[config.mk]
export PLATFORM = sky130hd
export DESIGN_NAME = bram_sdp_reader
export DESIGN_NICKNAME = d
export VERILOG_FILES = /design/src/rtl/bram_sdp_reader.sv
export SDC_FILE = /design/constraint.sdc
export NUM_CORES = 1
export LEC_CHECK = 0
export ABC_AREA = 1
export CELL_PAD_IN_SITES_DETAIL_PLACEMENT = 0
export CELL_PAD_IN_SITES_GLOBAL_PLACEMENT = 1
export CORE_MARGIN = 8
export CORE_UTILIZATION = 43
export CTS_CLUSTER_DIAMETER = 150
export DETAILED_ROUTE_END_ITERATION = 8
export PLACE_DENSITY_LB_ADDON = 0.1
export SLEW_MARGIN = 40
export SYNTH_ARGS = -nofsm -noshare
export SYNTH_HDL_FRONTEND = slang
export SYNTH_SLANG_ARGS = --single-unit
[constraint.sdc]
create_clock -name clk -period 2.1 [get_ports clk]
set_clock_uncertainty 0.15 [all_clocks]
set_input_delay 0.21 -clock clk [delete_from_list [all_inputs] [get_ports clk]]
set_output_delay 0.21 -clock clk [all_outputs]
set_load 0.01 [all_outputs]
[src/rtl/bram_sdp_reader.sv]
// Burst reader for a 36-bit simple-dual-port BRAM read port: issues credit-limited
// reads, buffers returning words in a small FIFO and presents them as a valid/ready stream.
module bram_sdp_reader #(
    parameter int ADDR_W     = 9,
    parameter int DOA_REG    = 0,
    parameter int FIFO_DEPTH = 4
) (
    input  logic              clk,
    input  logic              rst_n,
    input  logic              start,
    input  logic [ADDR_W-1:0] base_addr,
    input  logic [ADDR_W:0]   count,
    output logic [ADDR_W-1:0] rdaddr,
    output logic              rden,
    output logic              regce,
    input  logic [35:0]       rddata,
    output logic [35:0]       m_data,
    output logic              m_valid,
    input  logic              m_ready,
    output logic              m_last,
    output logic              busy,
    output logic              done
);

    localparam int LAT   = 1 + DOA_REG;
    localparam int PTR_W = (FIFO_DEPTH > 1) ? $clog2(FIFO_DEPTH) : 1;
    localparam int CNT_W = PTR_W + 1;
    localparam logic [CNT_W:0] DEPTH_C = (CNT_W+1)'(FIFO_DEPTH);

    typedef enum logic [1:0] {IDLE, ISSUE, DRAIN, DONE} state_t;

    state_t            state, state_nx;
    logic [ADDR_W-1:0] addr;
    logic [ADDR_W:0]   remaining;
    logic              final_rd;

    // vld_pipe[k] marks a read issued k cycles ago; last_pipe tags the burst's final read
    logic [LAT:1]      vld_pipe;
    logic [LAT:1]      last_pipe;
    logic [CNT_W:0]    outstanding;
    logic              credit_ok;

    logic [35:0]       mem_data [FIFO_DEPTH];
    logic              mem_last [FIFO_DEPTH];
    logic [PTR_W-1:0]  wr_ptr, rd_ptr;
    logic [CNT_W-1:0]  fifo_cnt;
    logic              push, pop;

    always_comb begin
        outstanding = '0;
        for (int i = 1; i <= LAT; i++)
            outstanding = outstanding + {{CNT_W{1'b0}}, vld_pipe[i]};
    end

    // Reads in flight plus buffered words can never exceed the FIFO capacity
    assign credit_ok = (outstanding + {1'b0, fifo_cnt}) < DEPTH_C;
    assign rden      = (state == ISSUE) && credit_ok;
    assign final_rd  = rden && (remaining == {{ADDR_W{1'b0}}, 1'b1});
    assign rdaddr    = addr;
    assign busy      = (state != IDLE);
    assign done      = (state == DONE);

    generate
        if (DOA_REG != 0) begin : g_regce
            assign regce = vld_pipe[1];
        end else begin : g_noregce
            assign regce = 1'b0;
        end
    endgenerate

    always_ff @(posedge clk or negedge rst_n) begin
        if (!rst_n) state <= IDLE;
        else        state <= state_nx;
    end

    always_comb begin
        state_nx = state;
        case (state)
            IDLE:  if (start) state_nx = (count == '0) ? DONE : ISSUE;
            ISSUE: if (final_rd) state_nx = DRAIN;
            DRAIN: if (pop && m_last) state_nx = DONE;
            DONE:  state_nx = IDLE;
            default: state_nx = IDLE;
        endcase
    end

    always_ff @(posedge clk or negedge rst_n) begin
        if (!rst_n) begin
            addr      <= '0;
            remaining <= '0;
        end else if (state == IDLE && start && count != '0) begin
            addr      <= base_addr;
            remaining <= count;
        end else if (rden) begin
            addr      <= addr + 1'b1;
            remaining <= remaining - 1'b1;
        end
    end

    always_ff @(posedge clk or negedge rst_n) begin
        if (!rst_n) begin
            vld_pipe  <= '0;
            last_pipe <= '0;
        end else begin
            vld_pipe[1]  <= rden;
            last_pipe[1] <= final_rd;
            for (int i = 2; i <= LAT; i++) begin
                vld_pipe[i]  <= vld_pipe[i-1];
                last_pipe[i] <= last_pipe[i-1];
            end
        end
    end

    assign push = vld_pipe[LAT];
    assign pop  = m_valid && m_ready;

    always_ff @(posedge clk) begin
        if (push) begin
            mem_data[wr_ptr] <= rddata;
            mem_last[wr_ptr] <= last_pipe[LAT];
        end
    end

    always_ff @(posedge clk or negedge rst_n) begin
        if (!rst_n) begin
            wr_ptr   <= '0;
            rd_ptr   <= '0;
            fifo_cnt <= '0;
        end else begin
            if (push) wr_ptr <= wr_ptr + 1'b1;
            if (pop)  rd_ptr <= rd_ptr + 1'b1;
            case ({push, pop})
                2'b10:   fifo_cnt <= fifo_cnt + 1'b1;
                2'b01:   fifo_cnt <= fifo_cnt - 1'b1;
                default: fifo_cnt <= fifo_cnt;
            endcase
        end
    end

    // Head is gated so the stream reads zero whenever nothing is buffered
    assign m_valid = (fifo_cnt != '0);
    assign m_data  = m_valid ? mem_data[rd_ptr] : 36'h0;
    assign m_last  = m_valid && mem_last[rd_ptr];

endmodule

==> results.toml, run 1 <==
[outcome]
status = "finished with violations"
failed_checks = "negative setup slack"

[timing]
finalHoldViolCount = 0
finalCritPeriodShare_pct = 103
max_freq_mhz = 464
timing.final.ws_setup_ns = -0.0539
min_period_ns = 2.15
rsz0062_at_grt = "yes"
slew_violations = 0
setup_viol = 7

[synthesis]
muxShareOfSynthArea_pct = 0
ys.flop_type = "edfxtp_1"
synth_area_leaders = "edfxtp_1 57%, dfrtp_1 9.6%, nor2_1 8.2%"
synth.cell_area_um2 = 7840
synthSimpleGateAreaFrac_pct = 15.9
ys_warn_count = 0
synth-compound-area-share_pct = 8.42
yosysSeqAreaShare_pct = 66.3
synth_edf_count = 148
synth_fa_ha_area_share_pct = 2.33
synth.most_common_cell = "nor2_1"
syn_avg_cell_area_um2 = 11.1
synthXorXnorAreaFrac_pct = 1.45
async_flop_share_pct = 16.9
synth_seq_cells = 178
synth_common_cells = "172 x nor2_1, 148 x edfxtp_1, 78 x o21ai_0, 69 x nand2_1, 43 x inv_1"
yosys.cell_types.count = 33
synth.top_cell.area_share_pct = 56.7
synth_nets = 779
synth_top_area_cell = "edfxtp_1"
synth_top_family_by_area = "simple AND/OR/NAND/NOR gates"
synth_cells = 706

[clock_tree]
cts_hold_buf = 0
numCtsBuffers = 17
max-clock-path-buffers = 2
cts.sinks = 178
cts-htree-levels = 4
root_buffer = "clkbuf_16"
cts_tree = "built"
clock_latency_ns = 0.43
path_clk_slew_ns = 0.08

[setup_path]
reg2reg_depth = 10
critPathLaunchType = "flop"
critical_path_depth = 7
cp_max_fo = 7
critPathCaptureType = "output port"
cp_top_family = "buffers and inverters"
worst_ep_required_time_ns = 1.74
crit_buf_inv = 3
r2r_slack_ns = 0.20
crit_type = "reg -> out"
critPathMaxStageDelay_ns = 0.48
slowest_stage = "dfrtp_2"
rr_endpoint = "fifo_cnt[2]"
cp_cell_sequence = "buf_12 > clkbuf_16 > nor2_2 > nor2_1 > o21ai_1 > a21oi_1 > buf_2"
r2r-start = "fifo_cnt[2]"
cp.arrival_ns = 1.79

[global_routing]
grt_util_all_layers_pct = 16.5
grt_pass1_vias = 5529
grt.overflow.total = 0
grt_max_degree = 32
grt_pass1_wl_mm = 28.9
antenna_found_initial = 0

[die]
initial_core_util_pct = 43.8
core_um2 = 17900
pin_count = 110
die_y_um = 151
rows = 49
fp.dieArea_um2 = 22800
die_w_um = 151

[routing]
wl_per_cell_um = 17.1
drtPass1Iterations = 4
drtIter0Drc = 283
vias = 5514
drc = 0
vias_per_cell = 5.04
ant_nets = 0
wl_mm = 18.7

[place]
globalplace.congestion = 0.830
pre_cts_ws_ns = -0.0625
hpwl_mm = 11.6
numPortBuffers = 108
place_inst = 1045

[power_and_ir_drop]
max-vdd-ir-drop_mv = 0.822
power.density_nw_per_um2 = 1470
power.leakage_nw = 3.93

[cells_and_area]
synthToLayoutAreaGrowth_pct = 31.2
diodes = 0
fin_cells = 1095
final_net_count = 926
utilization_pct = 57.4
drive_gt1_share_pct = 22.7

[job]
cap_violations = 0

[hold_path]
min_path_type = "in -> async"
power breakdown:
part	internal, W	leakage (nW)	switching (W)
sequential	0.00453	1.70	0.000416
combinational	0.00313	1.95	0.00394
clock	0.00159	0.281	0.00150
total	0.00926	3.93	0.00585
state kept, by name, indices dropped and copies added, names as in the netlist, 2 cells and up:
register and flops:
mem_data 144, remaining 10, rdaddr 9, mem_last 4, fifo_cnt 3, rd_ptr 2
state 2, wr_ptr 2
per-layer routing:
metal | vias to the layer above | wire, um | global-route usage, %
met5 | - | 0 | 0
met4 | 0 | 157 | 5.29
met2 | 114 | 9320 | 27.9
li1 | 2697 | - | -
met3 | 11 | 749 | 3.29
met1 | 2692 | 8460 | 20.9
cell families after synthesis:
logic type,Yosys count
compound gates,129
xor+xnor,13
fa+ha+maj,14
buf+inv,82
flops,178
other cells,1
simple gates,289
timing repair:
item                                    4_1_cts  5_1_grt
pin swaps                                    18       41
setup buffers                                 9        2
gates cloned                                  2        5
gates resized for setup                     176       91
endpoints found under the setup margin       39       40
through the flow:
step / setup TNS [ns] / cell area, um2 / hold WS, ns / total power [W]
after detailed placement: -0.133 / 9320 / 0.339 / 0.0116
final: -0.133 / 10300 / 0.0275 / 0.0151
after floorplan: 0 / 7840 / -0.236 / 0.00864
after global routing: -2.89 / 10300 / 0.0617 / 0.0161
after CTS: -0.273 / 9970 / 0.0309 / 0.0146
after global placement: -0.101 / 9320 / 0.335 / 0.0115
worst reg2reg max path: cells and delay by family, from the launching register on:
family | cells | cell delay, ns
flip-flops | 1 | 0.36
adder cells (fa/ha/maj) | 2 | 0.51
AO/OA/AOI/OAI | 2 | 0.22
buffers and inverters | 3 | 0.21
AND/OR/NAND/NOR | 2 | 0.19
XOR/XNOR | 1 | 0.14
final cells by class:
cell class | instances | area (um2)
clock buffers | 17 | 425
well taps | 229 | 287
repair buffers | 160 | 1630
flip-flops and latches | 178 | 5200
clock inverters | 15 | 166
fillers | 1519 | 7620
inverters | 50 | 198
multi-input cells | 446 | 2380
layout by cell type, fill, tap and decap left out, types with 5 or more instances in the layout:
master,n
dfrtp_1,28
buf_4,23
xor2_1,10
buf_2,33
o21ai_0,30
inv_2,10
edfxtp_1,148
clkbuf_16,22
buf_12,10
buf_6,8
nand3_1,23
ha_1,12
inv_1,36
nand2_1,68
nor2_1,144
nand3_2,5
a21oi_2,13
clkdlybuf4s50_1,69
nor2_2,22
a21oi_1,28
nor2_4,11
o21ai_1,53
how the worst max path moves through the flow:
stage           startpoint           to  slack [ns]
2_1_floorplan  fifo_cnt[0]  fifo_cnt[2]        0.13
3_3_place_gp     rd_ptr[0]    m_data[2]       -0.04
3_5_place_dp     rd_ptr[0]    m_data[2]       -0.06
4_1_cts          rd_ptr[0]    m_data[2]       -0.06
5_1_grt          rd_ptr[0]    m_data[4]       -0.12
6_report         rd_ptr[0]    m_data[1]       -0.05
No activity file was read; power rests on OpenSTA's default activity.
==> run 2: changes to the inputs <==
--- a/config.mk
+++ b/config.mk
@@ -9,9 +9,10 @@
 export CELL_PAD_IN_SITES_DETAIL_PLACEMENT = 0
 export CELL_PAD_IN_SITES_GLOBAL_PLACEMENT = 1
 export CORE_MARGIN = 8
-export CORE_UTILIZATION = 43
+export CORE_UTILIZATION = 45
 export CTS_CLUSTER_DIAMETER = 150
 export DETAILED_ROUTE_END_ITERATION = 8
+export DONT_BUFFER_PORTS = 1
 export PLACE_DENSITY_LB_ADDON = 0.1
 export SLEW_MARGIN = 40
 export SYNTH_ARGS = -nofsm -noshare
==> constraint.sdc (replaced) <==
create_clock -name clk -period 1.9 [get_ports clk]
set_clock_uncertainty 0.15 [all_clocks]
set_input_delay 0.19 -clock clk [delete_from_list [all_inputs] [get_ports clk]]
set_output_delay 0.19 -clock clk [all_outputs]
set_load 0.01 [all_outputs]
==> results.toml, run 2 (synthesis gave the netlist of run 1 again) <==
[outcome]
status = "finished with violations"
failed_checks = "negative setup slack"

[die]
die_w_um = 148
rows = 48
pin_count = 110
fp.dieArea_um2 = 21900
core_um2 = 17200
initial_core_util_pct = 45.6
die_y_um = 148

[cells_and_area]
drive_gt1_share_pct = 27.4
diodes = 0
synthToLayoutAreaGrowth_pct = 33.9
final_net_count = 909
utilization_pct = 61.1
layout_commonest_cell = "edfxtp_1"
layout_common_cells = "148 x edfxtp_1, 136 x nor2_1, 66 x nand2_1"
fin_area_um2 = 10500
fin_cells = 1074
largest_reg_flops = 144
top_register = "mem_data"

[power_and_ir_drop]
max-vdd-ir-drop_mv = 0.843
power.density_nw_per_um2 = 1640
power.leakage_nw = 3.91

[place]
place_inst = 938
numPortBuffers = 0
hpwl_mm = 10.9
globalplace.congestion = 0.796
dpl-instance-area_um2 = 8260

[setup_path]
cp.arrival_ns = 1.74
critPathLaunchType = "flop"
cp_max_fo = 13
r2r_slack_ns = 0.07
crit_type = "reg -> out"
worst_ep_required_time_ns = 1.56
critPathCaptureType = "output port"

[timing]
finalHoldViolCount = 0
timing.final.ws_setup_ns = -0.185
rsz0062_at_grt = "yes"
finalCritPeriodShare_pct = 110
setup_viol = 37
slew_violations = 0
whs_ns = 0.0556
min_period_ns = 2.08
max_freq_mhz = 480

[global_routing]
grt_pass1_wl_mm = 30.0
antenna_found_initial = 0
grt_util_all_layers_pct = 18.0
grt.overflow.total = 0
grt_pass1_vias = 5453
grt_max_degree = 31

[job]
cap_violations = 0

[clock_tree]
clock_latency_ns = 0.42
cts-htree-levels = 4
cts.sinks = 178
root_buffer = "clkbuf_16"
max-clock-path-buffers = 2
path_clk_slew_ns = 0.07
numCtsBuffers = 17
cts_tree = "built"

[routing]
drc = 0
drtIter0Drc = 360
wl_mm = 19.6
wl_per_cell_um = 18.3
vias_per_cell = 5.14
ant_nets = 0
vias = 5523
drtPass1Iterations = 5

[hold_path]
min_path_type = "in -> async"
-- run 2: cell count changes in the layout (fill, tap and decap cells not counted), moves of 9 or more --
cell | before | now
a21oi_1 | 28 | 9
a21oi_2 | 13 | 27
buf_2 | 33 | 0
buf_4 | 23 | 49
clkdlybuf4s50_1 | 69 | 0
dlygate4sd3_1 | 0 | 58
nor2_4 | 11 | 20
o21ai_0 | 30 | 19
-- run 2: critical path: stages (launching register included) --
cell and delay, ns:
dfrtp_2 0.43, buf_4 0.17, buf_12 0.15, nor2_1 0.05
nor2_1 0.07, o21ai_0 0.08, a21oi_1 0.20, buf_4 0.17
-- run 2: final cells by class --
class,count,area (um2)
Fill cell,1366,6680
Sequential cell,178,5200
Multi-Input combinational cell,446,2600
Timing Repair Buffer,143,1670
Clock buffer,20,437
Tap cell,225,282
Inverter,50,224
Clock inverter,12,82.6
-- run 2: worst paths after layout --
kind | cells past startpoint | startpoint | to
max | 7 | rd_ptr[0] | m_data[1]
min | 2 | rst_n | remaining[9]
max reg2reg | 10 | fifo_cnt[2] | fifo_cnt[2]
min reg2reg | 2 | remaining[9] | remaining[9]
max in group asynchronous | 2 | rst_n | rd_ptr[1]
min in group clk | 5 | start | remaining[1]
-- run 2: per-layer routing --
layer,vias to the layer above,global-route usage [%],share of wire [%],wire length (um)
met5,-,0,0,0
met4,0,4.69,1.1,213
met3,23,4.92,5.5,1080
met2,121,30.6,50,9860
met1,2719,22.2,43,8490
li1,2660,-,-,-
-- run 2: report_power, final --
part | internal, W | switching [W]
Clock | 0.00168 | 0.00144
Combinational | 0.00376 | 0.00477
Sequential | 0.00501 | 0.000524
Total | 0.0105 | 0.00674
-- run 2: per-stage QoR --
step	total power, W	setup WS [ns]	TNS [ns]
6_report	0.0172	-0.185	-3.77
5_1_grt	0.0183	-0.285	-6.85
4_1_cts	0.0165	-0.188	-4.80
3_5_place_dp	0.0113	-0.00923	-0.00923
3_3_place_gp	0.0112	0.0494	0
2_1_floorplan	0.00958	-0.0242	-0.0242
-- run 2: timing repair --
item | in CTS | in global routing
hold buffers | 59 | 0
setup buffers | 12 | 25
pin swaps | 33 | 52
endpoints found under the setup margin | 39 | 43
cloned | 9 | 1
hold endpoints to repair | 197 | 0
gates resized for setup | 132 | 83
==> run 3: changes to the inputs <==
--- a/config.mk
+++ b/config.mk
@@ -13,6 +13,7 @@
 export CTS_CLUSTER_DIAMETER = 150
 export DETAILED_ROUTE_END_ITERATION = 8
 export DONT_BUFFER_PORTS = 1
+export MAX_ROUTING_LAYER = met4
 export PLACE_DENSITY_LB_ADDON = 0.1
 export SLEW_MARGIN = 40
 export SYNTH_ARGS = -nofsm -noshare
==> results.toml, run 3 (synthesis gave the netlist of run 1 again) <==
[outcome]
status = "finished with violations"
failed_checks = "negative setup slack"

[clock_tree]
clock_latency_ns = 0.42
root_buffer = "clkbuf_16"
cts_tree = "built"
max-clock-path-buffers = 2
path_clk_slew_ns = 0.06
cts.sinks = 178
cts-htree-levels = 4
numCtsBuffers = 17

[routing]
drc = 0
vias = 5462
drtIter0Drc = 369
ant_nets = 0
wl_per_cell_um = 18.4
drtPass1Iterations = 4
vias_per_cell = 5.12
wl_mm = 19.6

[place]
hpwl_mm = 10.9
globalplace.congestion = 0.807
dpl-instance-area_um2 = 8260
numPortBuffers = 0
place_inst = 938

[global_routing]
grt.overflow.total = 0
grt_max_degree = 31
grt_pass1_wl_mm = 30.0
antenna_found_initial = 0
grt_pass1_vias = 5451
grt_util_all_layers_pct = 18.5

[timing]
whs_ns = 0.0535
setup_viol = 37
finalHoldViolCount = 0
slew_violations = 0
timing.final.ws_setup_ns = -0.181
finalCritPeriodShare_pct = 110
min_period_ns = 2.08
max_freq_mhz = 481
rsz0062_at_grt = "yes"

[setup_path]
cp.arrival_ns = 1.74
crit_type = "reg -> out"
worst_ep_required_time_ns = 1.56
reg2reg_depth = 11
cp_max_fo = 7
critPathCaptureType = "output port"
critPathLaunchType = "flop"

[job]
cap_violations = 0

[cells_and_area]
n_fill_cell = 1354
synthToLayoutAreaGrowth_pct = 34.9
largest_reg_flops = 144
layout_commonest_cell = "edfxtp_1"
fin_area_um2 = 10600
top_register = "mem_data"
drive_gt1_share_pct = 28.4
layout_common_cells = "148 x edfxtp_1, 124 x nor2_1, 66 x nand2_1"
diodes = 0
fin_cells = 1067
final_net_count = 902

[power_and_ir_drop]
power.leakage_nw = 3.91
max-vdd-ir-drop_mv = 0.872
power.density_nw_per_um2 = 1640
power_w = 0.0173

[hold_path]
min_path_type = "in -> async"

[die]
pin_count = 110
core_um2 = 17200
rows = 48
die_y_um = 148
fp.dieArea_um2 = 21900
die_w_um = 148
initial_core_util_pct = 45.6
## run 3: cell types whose count changed in the layout (fill, tap and decap cells not counted), sizes merged
cell | previous run | this run
bufbuf | 2 | 3
buf | 82 | 72
clkbuf | 21 | 23
## run 3: power breakdown
part	leakage, nW	switching (W)	total, W	internal [W]
registers	1.70	0.000536	0.00555	0.00501
clock network	0.250	0.00144	0.00312	0.00168
logic	1.96	0.00481	0.00866	0.00385
## run 3: critical path, stage by stage, from the launching register on
cell and delay, ns:
dfrtp_2 0.43, buf_6 0.15, buf_12 0.12, buf_16 0.15, buf_12 0.11, nor2_4 0.03, nor2_2 0.08, o21ai_2 0.06
a21oi_2 0.19
## run 3: final timing paths
check                                   from      endpoint  slack [ns]
worst max-delay path               rd_ptr[0]    m_data[18]       -0.18
worst min register to register  remaining[9]  remaining[9]        0.35
worst min-delay path                   rst_n  remaining[9]        0.05
min in group clk                       start  remaining[0]        0.08
max in group asynchronous              rst_n     rd_ptr[1]        1.35
worst max register to register      state[1]  remaining[8]        0.10
## run 3: per-layer routing
metal,global-route usage [%],part of all wire [%],wire [um]
met2,30.5,51,9990
met3,4.40,5.1,1000
met1,22.6,43,8460
met4,4.69,1.0,197
met5,-,0,0
## run 3: layout make-up
class,instances,area [um2],share of cell area (%)
Clock buffer,20,437,4.13
Clock inverter,12,82.6,0.781
Inverter,50,224,2.12
Multi-Input combinational cell,446,2660,25.2
Sequential cell,178,5200,49.2
Tap cell,225,282,2.66
Timing Repair Buffer,136,1680,15.9
## run 3: what timing repair did
| item | 4_1_cts | 5_1_grt |
|---|---|---|
| resized for setup | 132 | 104 |
| hold buffers | 59 | 0 |
| setup buffers | 12 | 16 |
| endpoints found under the hold margin | 197 | 0 |
| endpoints found under the setup margin | 39 | 43 |
| pin swaps | 33 | 66 |
| cloned | 9 | 4 |
## run 3: metrics by stage
stage | utilization, % | setup TNS [ns] | worst slack [ns]
global placement | 48.1 | 0 | 0.0494
CTS | 58.8 | -4.80 | -0.188
global route | 61.5 | -7.40 | -0.277
detailed placement | 48.1 | -0.00923 | -0.00923
finish | 61.5 | -4.41 | -0.181
floorplan | - | -0.0242 | -0.0242
